## src/rtl/mem_arb_pkg.sv

```systemverilog
// Shared types and defaults for the Pillar memory arbiter.
// Build option: MEM_ARB_RR_EN selects round-robin arbitration (default is
// fixed priority with load/store ahead of fetch).
package mem_arb_pkg;

  localparam int DEF_AW = 32;
  localparam int DEF_DW = 32;

  // Latency counter width; covers RAM_LAT up to 4.
  localparam int CNT_W = 3;

  typedef enum logic [1:0] {
    IDLE   = 2'd0,
    ACCESS = 2'd1,
    DONE   = 2'd2
  } state_t;

  typedef enum logic {
    GNT_IF = 1'b0,
    GNT_LS = 1'b1
  } gnt_t;

endpackage

```

## src/rtl/mem_arbiter_if.sv

```systemverilog
// Request/acknowledge channels for fetch and load/store plus the RAM port.
// The arbiter connects through the slave modport; the requesters and the RAM
// model sit on the master side.
interface mem_arbiter_if
  import mem_arb_pkg::*;
#(
  parameter int AW = DEF_AW,
  parameter int DW = DEF_DW
);

  logic          if_req_i;
  logic [AW-1:0] if_addr_i;
  logic          if_ack_o;
  logic [DW-1:0] if_data_o;

  logic          ls_req_i;
  logic          ls_we_i;
  logic [AW-1:0] ls_addr_i;
  logic [DW-1:0] ls_wdata_i;
  logic          ls_ack_o;
  logic [DW-1:0] ls_rdata_o;

  logic          we_o;
  logic [AW-1:0] addr_o;
  logic [DW-1:0] data_o;
  logic [DW-1:0] data_i;

  logic          busy_o;

  modport slave (
    input  if_req_i, if_addr_i,
    input  ls_req_i, ls_we_i, ls_addr_i, ls_wdata_i,
    input  data_i,
    output if_ack_o, if_data_o,
    output ls_ack_o, ls_rdata_o,
    output we_o, addr_o, data_o,
    output busy_o
  );

  modport master (
    output if_req_i, if_addr_i,
    output ls_req_i, ls_we_i, ls_addr_i, ls_wdata_i,
    output data_i,
    input  if_ack_o, if_data_o,
    input  ls_ack_o, ls_rdata_o,
    input  we_o, addr_o, data_o,
    input  busy_o
  );

endinterface

```

## src/rtl/mem_arb_pick.sv

```systemverilog
// Winner selection between fetch and load/store.
// Build option: MEM_ARB_RR_EN adds a last-grant flop for round-robin;
// without it the choice is purely combinational, load/store first.
module mem_arb_pick
  import mem_arb_pkg::*;
(
`ifdef MEM_ARB_RR_EN
  input  logic clk,
  input  logic reset,
`endif
  input  logic if_req,
  input  logic ls_req,
  input  logic advance,
  output gnt_t winner
);

`ifdef MEM_ARB_RR_EN
  gnt_t last_gnt;

  // Remember who was granted last; reset favours fetch on the first contest.
  always_ff @(posedge clk) begin
    if (reset) begin
      last_gnt <= GNT_LS;
    end else if (advance) begin
      last_gnt <= winner;
    end
  end

  // On a contest the side that did not win last time goes next.
  always_comb begin
    winner = GNT_IF;
    if (if_req && ls_req) begin
      winner = (last_gnt == GNT_LS) ? GNT_IF : GNT_LS;
    end else if (ls_req) begin
      winner = GNT_LS;
    end
  end
`else
  // Load/store always beats fetch; the winner only matters while advancing.
  always_comb begin
    winner = GNT_IF;
    if (advance && ls_req) begin
      winner = GNT_LS;
    end else if (advance && if_req) begin
      winner = GNT_IF;
    end
  end
`endif

endmodule

```

## src/rtl/mem_arbiter.sv

```systemverilog
// Single-port RAM arbiter between instruction fetch and load/store.
// One access per grant: drive the RAM, wait RAM_LAT cycles, capture read data,
// then pulse the winner's ack for one cycle. All outputs are registered.
// Build option: MEM_ARB_RR_EN switches the picker to round-robin.
//
//   state  | meaning
//   -------+--------------------------------------------------------------
//   IDLE   | sample requests; on any request latch winner and RAM command
//   ACCESS | RAM command held; we_o only in first cycle; count to RAM_LAT
//   DONE   | winner's ack pulses with captured data, then back to IDLE
module mem_arbiter
  import mem_arb_pkg::*;
#(
  parameter int AW      = DEF_AW,
  parameter int DW      = DEF_DW,
  parameter int RAM_LAT = 1
) (
  input logic          clk,
  input logic          reset,
  mem_arbiter_if.slave bus
);

  localparam logic [CNT_W-1:0] LAT_C = CNT_W'(RAM_LAT);

  state_t           state_q;
  state_t           state_d;
  logic [CNT_W-1:0] cnt_q;
  gnt_t             gnt_q;
  gnt_t             pick_gnt;
  logic             store_q;
  logic             advance;
  logic             capture;

  assign advance = (state_q == IDLE) & (bus.if_req_i | bus.ls_req_i);

  mem_arb_pick u_pick (
`ifdef MEM_ARB_RR_EN
    .clk     (clk),
    .reset   (reset),
`endif
    .if_req  (bus.if_req_i),
    .ls_req  (bus.ls_req_i),
    .advance (advance),
    .winner  (pick_gnt)
  );

  // Next-state: only IDLE looks at requests; ACCESS ends on the latency count.
  always_comb begin
    state_d = state_q;
    capture = 1'b0;
    case (state_q)
      IDLE: begin
        if (advance) begin
          state_d = ACCESS;
        end
      end
      ACCESS: begin
        if (cnt_q == LAT_C) begin
          state_d = DONE;
          capture = 1'b1;
        end
      end
      DONE: begin
        state_d = IDLE;
      end
      default: begin
        state_d = IDLE;
      end
    endcase
  end

  // State register.
  always_ff @(posedge clk) begin
    if (reset) begin
      state_q <= IDLE;
    end else begin
      state_q <= state_d;
    end
  end

  // RAM command, latency counter, read capture and ack pulses.
  always_ff @(posedge clk) begin
    if (reset) begin
      cnt_q          <= '0;
      gnt_q          <= GNT_IF;
      store_q        <= 1'b0;
      bus.we_o       <= 1'b0;
      bus.addr_o     <= {AW{1'b0}};
      bus.data_o     <= {DW{1'b0}};
      bus.if_ack_o   <= 1'b0;
      bus.if_data_o  <= {DW{1'b0}};
      bus.ls_ack_o   <= 1'b0;
      bus.ls_rdata_o <= {DW{1'b0}};
      bus.busy_o     <= 1'b0;
    end else begin
      // Write strobe and acks are single-cycle pulses.
      bus.we_o     <= 1'b0;
      bus.if_ack_o <= 1'b0;
      bus.ls_ack_o <= 1'b0;
      bus.busy_o   <= (state_d != IDLE);

      if (advance) begin
        gnt_q <= pick_gnt;
        cnt_q <= '0;
        if (pick_gnt == GNT_LS) begin
          bus.addr_o <= bus.ls_addr_i;
          bus.data_o <= bus.ls_wdata_i;
          bus.we_o   <= bus.ls_we_i;
          store_q    <= bus.ls_we_i;
        end else begin
          bus.addr_o <= bus.if_addr_i;
          bus.data_o <= {DW{1'b0}};
          store_q    <= 1'b0;
        end
      end else if (state_q == ACCESS) begin
        cnt_q <= cnt_q + CNT_W'(1);
      end

      if (capture) begin
        if (gnt_q == GNT_LS) begin
          bus.ls_ack_o <= 1'b1;
          // A store ack leaves the last load result in place.
          if (!store_q) begin
            bus.ls_rdata_o <= bus.data_i;
          end
        end else begin
          bus.if_ack_o  <= 1'b1;
          bus.if_data_o <= bus.data_i;
        end
      end
    end
  end

endmodule
```

## src/flat_wrapper.sv

```systemverilog
// flat-port wrapper written by rule: the top's interface ports become plain ports
module mem_arbiter_flat import mem_arb_pkg::*;
#(
  parameter int AW      = DEF_AW,
  parameter int DW      = DEF_DW,
  parameter int RAM_LAT = 1
)
  (clk, reset, bus_if_req_i, bus_if_addr_i, bus_ls_req_i, bus_ls_we_i, bus_ls_addr_i, bus_ls_wdata_i, bus_data_i, bus_if_ack_o, bus_if_data_o, bus_ls_ack_o, bus_ls_rdata_o, bus_we_o, bus_addr_o, bus_data_o, bus_busy_o);
  mem_arbiter_if #(.AW(AW), .DW(DW)) bus_i ();
  input logic clk;
  input logic reset;
  input wire logic [$bits(bus_i.if_req_i)-1:0] bus_if_req_i;
  input wire logic [$bits(bus_i.if_addr_i)-1:0] bus_if_addr_i;
  input wire logic [$bits(bus_i.ls_req_i)-1:0] bus_ls_req_i;
  input wire logic [$bits(bus_i.ls_we_i)-1:0] bus_ls_we_i;
  input wire logic [$bits(bus_i.ls_addr_i)-1:0] bus_ls_addr_i;
  input wire logic [$bits(bus_i.ls_wdata_i)-1:0] bus_ls_wdata_i;
  input wire logic [$bits(bus_i.data_i)-1:0] bus_data_i;
  output wire logic [$bits(bus_i.if_ack_o)-1:0] bus_if_ack_o;
  output wire logic [$bits(bus_i.if_data_o)-1:0] bus_if_data_o;
  output wire logic [$bits(bus_i.ls_ack_o)-1:0] bus_ls_ack_o;
  output wire logic [$bits(bus_i.ls_rdata_o)-1:0] bus_ls_rdata_o;
  output wire logic [$bits(bus_i.we_o)-1:0] bus_we_o;
  output wire logic [$bits(bus_i.addr_o)-1:0] bus_addr_o;
  output wire logic [$bits(bus_i.data_o)-1:0] bus_data_o;
  output wire logic [$bits(bus_i.busy_o)-1:0] bus_busy_o;
  assign bus_i.if_req_i = bus_if_req_i;
  assign bus_i.if_addr_i = bus_if_addr_i;
  assign bus_i.ls_req_i = bus_ls_req_i;
  assign bus_i.ls_we_i = bus_ls_we_i;
  assign bus_i.ls_addr_i = bus_ls_addr_i;
  assign bus_i.ls_wdata_i = bus_ls_wdata_i;
  assign bus_i.data_i = bus_data_i;
  assign bus_if_ack_o = bus_i.if_ack_o;
  assign bus_if_data_o = bus_i.if_data_o;
  assign bus_ls_ack_o = bus_i.ls_ack_o;
  assign bus_ls_rdata_o = bus_i.ls_rdata_o;
  assign bus_we_o = bus_i.we_o;
  assign bus_addr_o = bus_i.addr_o;
  assign bus_data_o = bus_i.data_o;
  assign bus_busy_o = bus_i.busy_o;
  mem_arbiter #(.AW(AW), .DW(DW), .RAM_LAT(RAM_LAT)) u_core (.clk(clk), .reset(reset), .bus(bus_i));
endmodule
```

## config.mk

```make
export PLATFORM = sky130hd
export DESIGN_NAME = mem_arbiter_flat
export DESIGN_NICKNAME = d
export VERILOG_FILES = /design/src/rtl/mem_arb_pkg.sv /design/src/rtl/mem_arbiter_if.sv /design/src/rtl/mem_arb_pick.sv /design/src/rtl/mem_arbiter.sv /design/src/flat_wrapper.sv
export SDC_FILE = /design/constraint.sdc
export NUM_CORES = 1
export LEC_CHECK = 0
export ABC_AREA = 1
export CAP_MARGIN = 20
export CORE_ASPECT_RATIO = 1.2
export CORE_MARGIN = 3
export CORE_UTILIZATION = 43
export CTS_CLUSTER_SIZE = 28
export DETAILED_ROUTE_END_ITERATION = 10
export GPL_TIMING_DRIVEN = 0
export HOLD_SLACK_MARGIN = 0.03
export MAX_ROUTING_LAYER = met4
export PLACE_DENSITY = 0.84
export SETUP_SLACK_MARGIN = 0.4
export SYNTH_ARGS = -nofsm -noshare
export SYNTH_HDL_FRONTEND = slang
export SYNTH_SLANG_ARGS = --single-unit
```

## constraint.sdc

```tcl
create_clock -name clk -period 1.5 [get_ports clk]
set_input_delay 0.3 -clock clk [delete_from_list [all_inputs] [get_ports clk]]
set_output_delay 0.3 -clock clk [all_outputs]
set_load 0.03 [all_outputs]
```

; ---- After elaboration in Yosys (flattened, before gate mapping)
; Cells that the tools add are included.
[totals]
out_inout_bits = 132
ff_bits = 139
[op_classes]
add_sub_neg = 1
n_bitwise = 6
mux = 11
n_reduce_logical = 8
n_eq_ne = 2
[op_table]
columns = op, n
row1 = $mux W32, 2
row2 = $mux W1, 6
row3 = $reduce_or A2 Y1, 3
row4 = $mux W2, 2
row5 = $not A1 Y1, 4
row6 = $pmux W2 S2, 1
row7 = $add A3 B1 Y3 const B, 1
row8 = $eq A3 B1 Y1 const B, 1
row9 = $reduce_and A3 Y1, 1
row10 = $eq A2 B1 Y1 const B, 1
row11 = $logic_not A2 Y1, 1
row12 = $reduce_and A2 Y1, 1
row13 = $reduce_bool A2 Y1, 1
row14 = $and A1 B1 Y1, 1
row15 = $logic_and A1 B1 Y1, 1
row16 = $or A1 B1 Y1, 1

; ---- Depth between registers and ports, before layout
[logic_depth]
ltp_word = 5
ltp_mapped = 9
mapped_depth_nobuf = 8

; ---- By module
; From an unflattened synthesis, not the netlist that was laid out.
[unflattened]
hier_cells = 947
area_unflattened_um2 = 6253.5
[modules_own_cells]
columns = module, instances, cells_each, area_per_inst_um2
row1 = mem_arbiter, 1, 945, 6246.0
row2 = mem_arb_pick, 1, 2, 7.5

; ---- Least setup slack after synthesis
; OpenSTA, ideal clock, no wires.
[synth_path]
path_kind = reg2reg
start = register u_core.cnt_q[0]
end = register u_core.bus.if_data_o[22]
required_ps = 1436
path_stages_with_launch = 9
setup_slack_ps = 250
arrival_ps = 1186
setup_ps = 64
cell_sequence = dfxtp_1 ha_1 inv_1 nor2_1 nand3_2 buf_2 nand2_1 inv_2 nor2_1
[synth_between]
elab_chain_cells = 4
[synth_lines]
columns = element, line
row1 = "start, declared", mem_arbiter.sv:27  ; logic [CNT_W-1:0] cnt_q;
row2 = "start signal, assigned", mem_arbiter.sv:116  ; cnt_q <= cnt_q + CNT_W'(1);
row3 = $eq A3 B1 Y1, mem_arbiter.sv:58  ; if (cnt_q == LAT_C) begin
row4 = $mux W1, mem_arbiter.sv:58
row5 = $mux W1, mem_arbiter.sv:51  ; case (state_q)
row6 = $reduce_and A2 Y1 (no source line), n/a
row7 = "end signal, assigned", mem_arbiter.sv:91  ; bus.if_data_o <= {DW{1'b0}};
row8 = "end signal, assigned", mem_arbiter.sv:128  ; bus.if_data_o <= bus.data_i;
row9 = "end, declared", mem_arbiter_if.sv:34  ; output if_ack_o, if_data_o,
; No other way between the ends.
; A chain may end at the register's enable or synchronous reset.

; ---- Worst setup path after layout
[layout_path]
start = register u_core.state_q[1]
end = register u_core.bus.data_o[14]
[layout_between]
elab_chain_cells = 5
[layout_lines]
columns = element, line
row1 = "start, declared", mem_arbiter.sv:25  ; state_t state_q;
row2 = "start signal, assigned", mem_arbiter.sv:77  ; state_q <= state_d;
row3 = $logic_not A2 Y1 (*), mem_arbiter.sv:34  ; assign advance = (state_q == IDLE) & (bus.if_req_i | bus.ls_req_i);
row4 = $and A1 B1 Y1 (*), mem_arbiter.sv:34
row5 = $logic_and A1 B1 Y1, mem_arb_pick.sv:42  ; if (advance && ls_req) begin
row6 = $mux W1, mem_arb_pick.sv:42
row7 = $mux W32, mem_arbiter.sv:105  ; if (pick_gnt == GNT_LS) begin
row8 = "end signal, assigned", mem_arbiter.sv:89  ; bus.data_o <= {DW{1'b0}};
row9 = "end signal, assigned", mem_arbiter.sv:107  ; bus.data_o <= bus.ls_wdata_i;
row10 = "end signal, assigned", mem_arbiter.sv:112  ; bus.data_o <= {DW{1'b0}};
row11 = "end, declared", mem_arbiter_if.sv:36  ; output we_o, addr_o, data_o,
; Every way passes the cells marked *; elsewhere a longest branch is shown, timed or not.

==> results.sh <==
export IMPL_crit_path_start_kind="register"
export IMPL_synthCells=944
export IMPL_layout_common_cells="nand2_1, inv_1, buf_6, dfxtp_2, nand3_1"
export IMPL_ys_types=22
export IMPL_synth_seq_area_share_pct=44.3
export IMPL_fin_skew_ns=0.0114
export IMPL_end_kind="register"
export IMPL_synth_fp_nets=1079
export IMPL_drive_gt1_share_pct=38.7
export IMPL_drv_slew=0
export IMPL_p_int_mw=7.72
export IMPL_clock_sinks=139
export IMPL_comb_power_share_pct=23.2
export IMPL_slew_headroom_pct=67.3
export IMPL_period_needed_ns=1.40
export IMPL_hold_violations=0
export IMPL_wirelength_um=22600
export IMPL_grt_start_max_net_pins=17
export IMPL_p_clk_share_pct=39.4
export IMPL_clkTransAtPathRegs_ns=0.07
export IMPL_tightest_slew_ns=0.491
export IMPL_power_leakage_nw=5.47
export IMPL_switching_share_pct=29.6
export IMPL_initial_core_util_pct=44.7
export IMPL_vias=7105
export IMPL_first_global_vias=6706
export IMPL_yosysTopAreaCell="dfxtp_1"
export IMPL_grt_pass1_wl_um=31700
export IMPL_core_um2=14100
export IMPL_dp_slack_ns=-0.105
export IMPL_fp_dieW_um=116
export IMPL_fp_dieH_um=138
export IMPL_max_freq_mhz=715
export IMPL_power_switching_mw=3.25
export IMPL_cp_arrival_ns=1.74
export IMPL_diodes=0
export IMPL_tritoncts="done"
export IMPL_maxCapViolations=0
export IMPL_ctsHoldBuffers=0
export IMPL_grt_overflow_total=0
export IMPL_final_nets=1405
export IMPL_rows=47
export IMPL_crit_type="register to register"
export IMPL_yosys_top_cells_area="dfxtp_1, nand2_1, nand3_1"
export IMPL_drcViolationCount=0
export IMPL_portBuffers=262
export IMPL_rrSetupSlack_ns=0.10
export IMPL_routedWlPerCell_um=15.6
export IMPL_whs_ns=0.168
export IMPL_peakVddDrop_mv=0.873
export IMPL_ant_nets=0
export IMPL_cts_root_buf="clkbuf_16"
export IMPL_hold_path_class="input pin to register"
export IMPL_syn_avg_cell_area_um2=6.65
export IMPL_clkLatencyLatePin_ns=0.42
export IMPL_cts_made_buffers=17
export IMPL_antenna_found_initial=0
export IMPL_layout_commonest_cell="nand2_1"
export IMPL_tns_ns=0
export IMPL_hpwlAfterDp_um=14600
export IMPL_h_tree_depth=4
export IMPL_area_growth_pct=77.9
export IMPL_cp_data_required_time_ns=1.84
export IMPL_synth_top_area_share_pct=44.3
export IMPL_clk_path_buf_depth=2
export IMPL_finalPower_mw=11.0
export IMPL_yosysWarnings=0
export IMPL_fillers=860
export IMPL_status="completed"
export IMPL_synth_seq_cells=139
export IMPL_vias_per_cell=4.89
export IMPL_power_density_nw_per_um2=982
export IMPL_syn_area_um2=6280
export IMPL_fin_crit_sh_pct=93.3
export IMPL_pwr_share_seq_pct=37.4
export IMPL_num_io_pins=265
export IMPL_rsz0062_at_grt="yes"
export IMPL_dieArea_um2=16100
export IMPL_dr_pass1_iters=5
export IMPL_finalSetupViolCount=0
export IMPL_postLayoutCellArea_um2=11200
export IMPL_gp_congestion=0.888
export IMPL_setup_slack_ns=0.101
export IMPL_first_iter_violations=442
export IMPL_dpl_cell_area_um2=9240
export IMPL_path_max_fanout=8
export IMPL_track_usage_pct=25.4
## worst max-delay path: stages (launching register included)
cell and delay [ns]:
dfxtp_2 0.34, nor2_4 0.21, buf_6 0.15, nand2_8 0.06, nor2_4 0.11, buf_12 0.15, buf_4 0.15, nand2_1 0.06
nand2_1 0.10
## registers in the layout (all words and copies together), names as in the netlist
signal / count
u_core.bus.we_o: 1
u_core.bus.if_ack_o: 1
u_core.bus.ls_rdata_o: 32
u_core.cnt_q: 3
u_core.store_q: 1
u_core.bus.busy_o: 1
u_core.gnt_q: 1
u_core.bus.addr_o: 32
u_core.bus.ls_ack_o: 1
u_core.bus.data_o: 32
u_core.state_q: 2
u_core.bus.if_data_o: 32
## area by class of cell
cell class	instances	area, um^2	area share, %
repair buffers	307	3300	29.6
plain buffers	57	495	4.44
flip-flops and latches	139	2960	26.5
well taps	171	214	1.92
clock buffers	19	453	4.06
multi-input cells	546	2830	25.3
clock inverters	13	154	1.38
inverters	202	763	6.83
## cells by family after synthesis
logic type	after synthesis	synth area share, %
AND/OR/NAND/NOR	536	37.8
buffers and inverters	259	16.6
flip-flops	139	44.3
AO/OA/AOI/OAI	7	0.738
adder cells (fa/ha/maj)	2	0.399
XOR/XNOR	1	0.140
## through the flow
| step | util (%) | instances |
|---|---|---|
| 2_1_floorplan | - | 944 |
| 3_3_place_gp | 65.7 | 1377 |
| 3_5_place_dp | 65.7 | 1377 |
| 4_1_cts | 72.9 | 1422 |
| 5_1_grt | 79.5 | 1454 |
| 6_report | 79.5 | 1454 |
## power by group through the flow
stage               Sequential [mW]  Clock, mW  Combinational [mW]
floorplan                      4.46          0               0.719
global placement               4.09          0                2.03
detailed placement             4.09          0                2.05
CTS                            4.09       4.36                2.15
global route                   4.12       4.56                2.71
finish                         4.10       4.33                2.54
## path summary, 6_finish.rpt
kind	from	cells past startpoint	endpoint
max	u_core.state_q[1]	8	u_core.bus.data_o[14]
min	reset	2	u_core.state_q[0]
max reg2reg	u_core.state_q[1]	8	u_core.bus.data_o[14]
min reg2reg	u_core.bus.addr_o[24]	2	u_core.bus.addr_o[24]
## metal layers
layer,up-vias,wire length (um),GRT usage [%]
li1,3471,-,-
met1,3214,8070,27.0
met2,331,11600,42.7
met3,89,1760,7.12
met4,0,1170,12.0
met5,-,0,-
## timing repair
action,4_1_cts,5_1_grt
resized for setup,1035,208
setup buffers,12,20
setup endpoints to repair,271,271
cloned,1,12
pin swaps,4,35
## synthesized netlist by cell type, drive strengths merged
master  number
nand3b      32
nand3      164
xor2         1
nand2      264
dfxtp      139
clkbuf      16
o21ai        3
or2          1
nor3         1
ha           2
a21oi        4
inv        202
buf         41
nor2        74
Power figures use the tool's default switching activity.
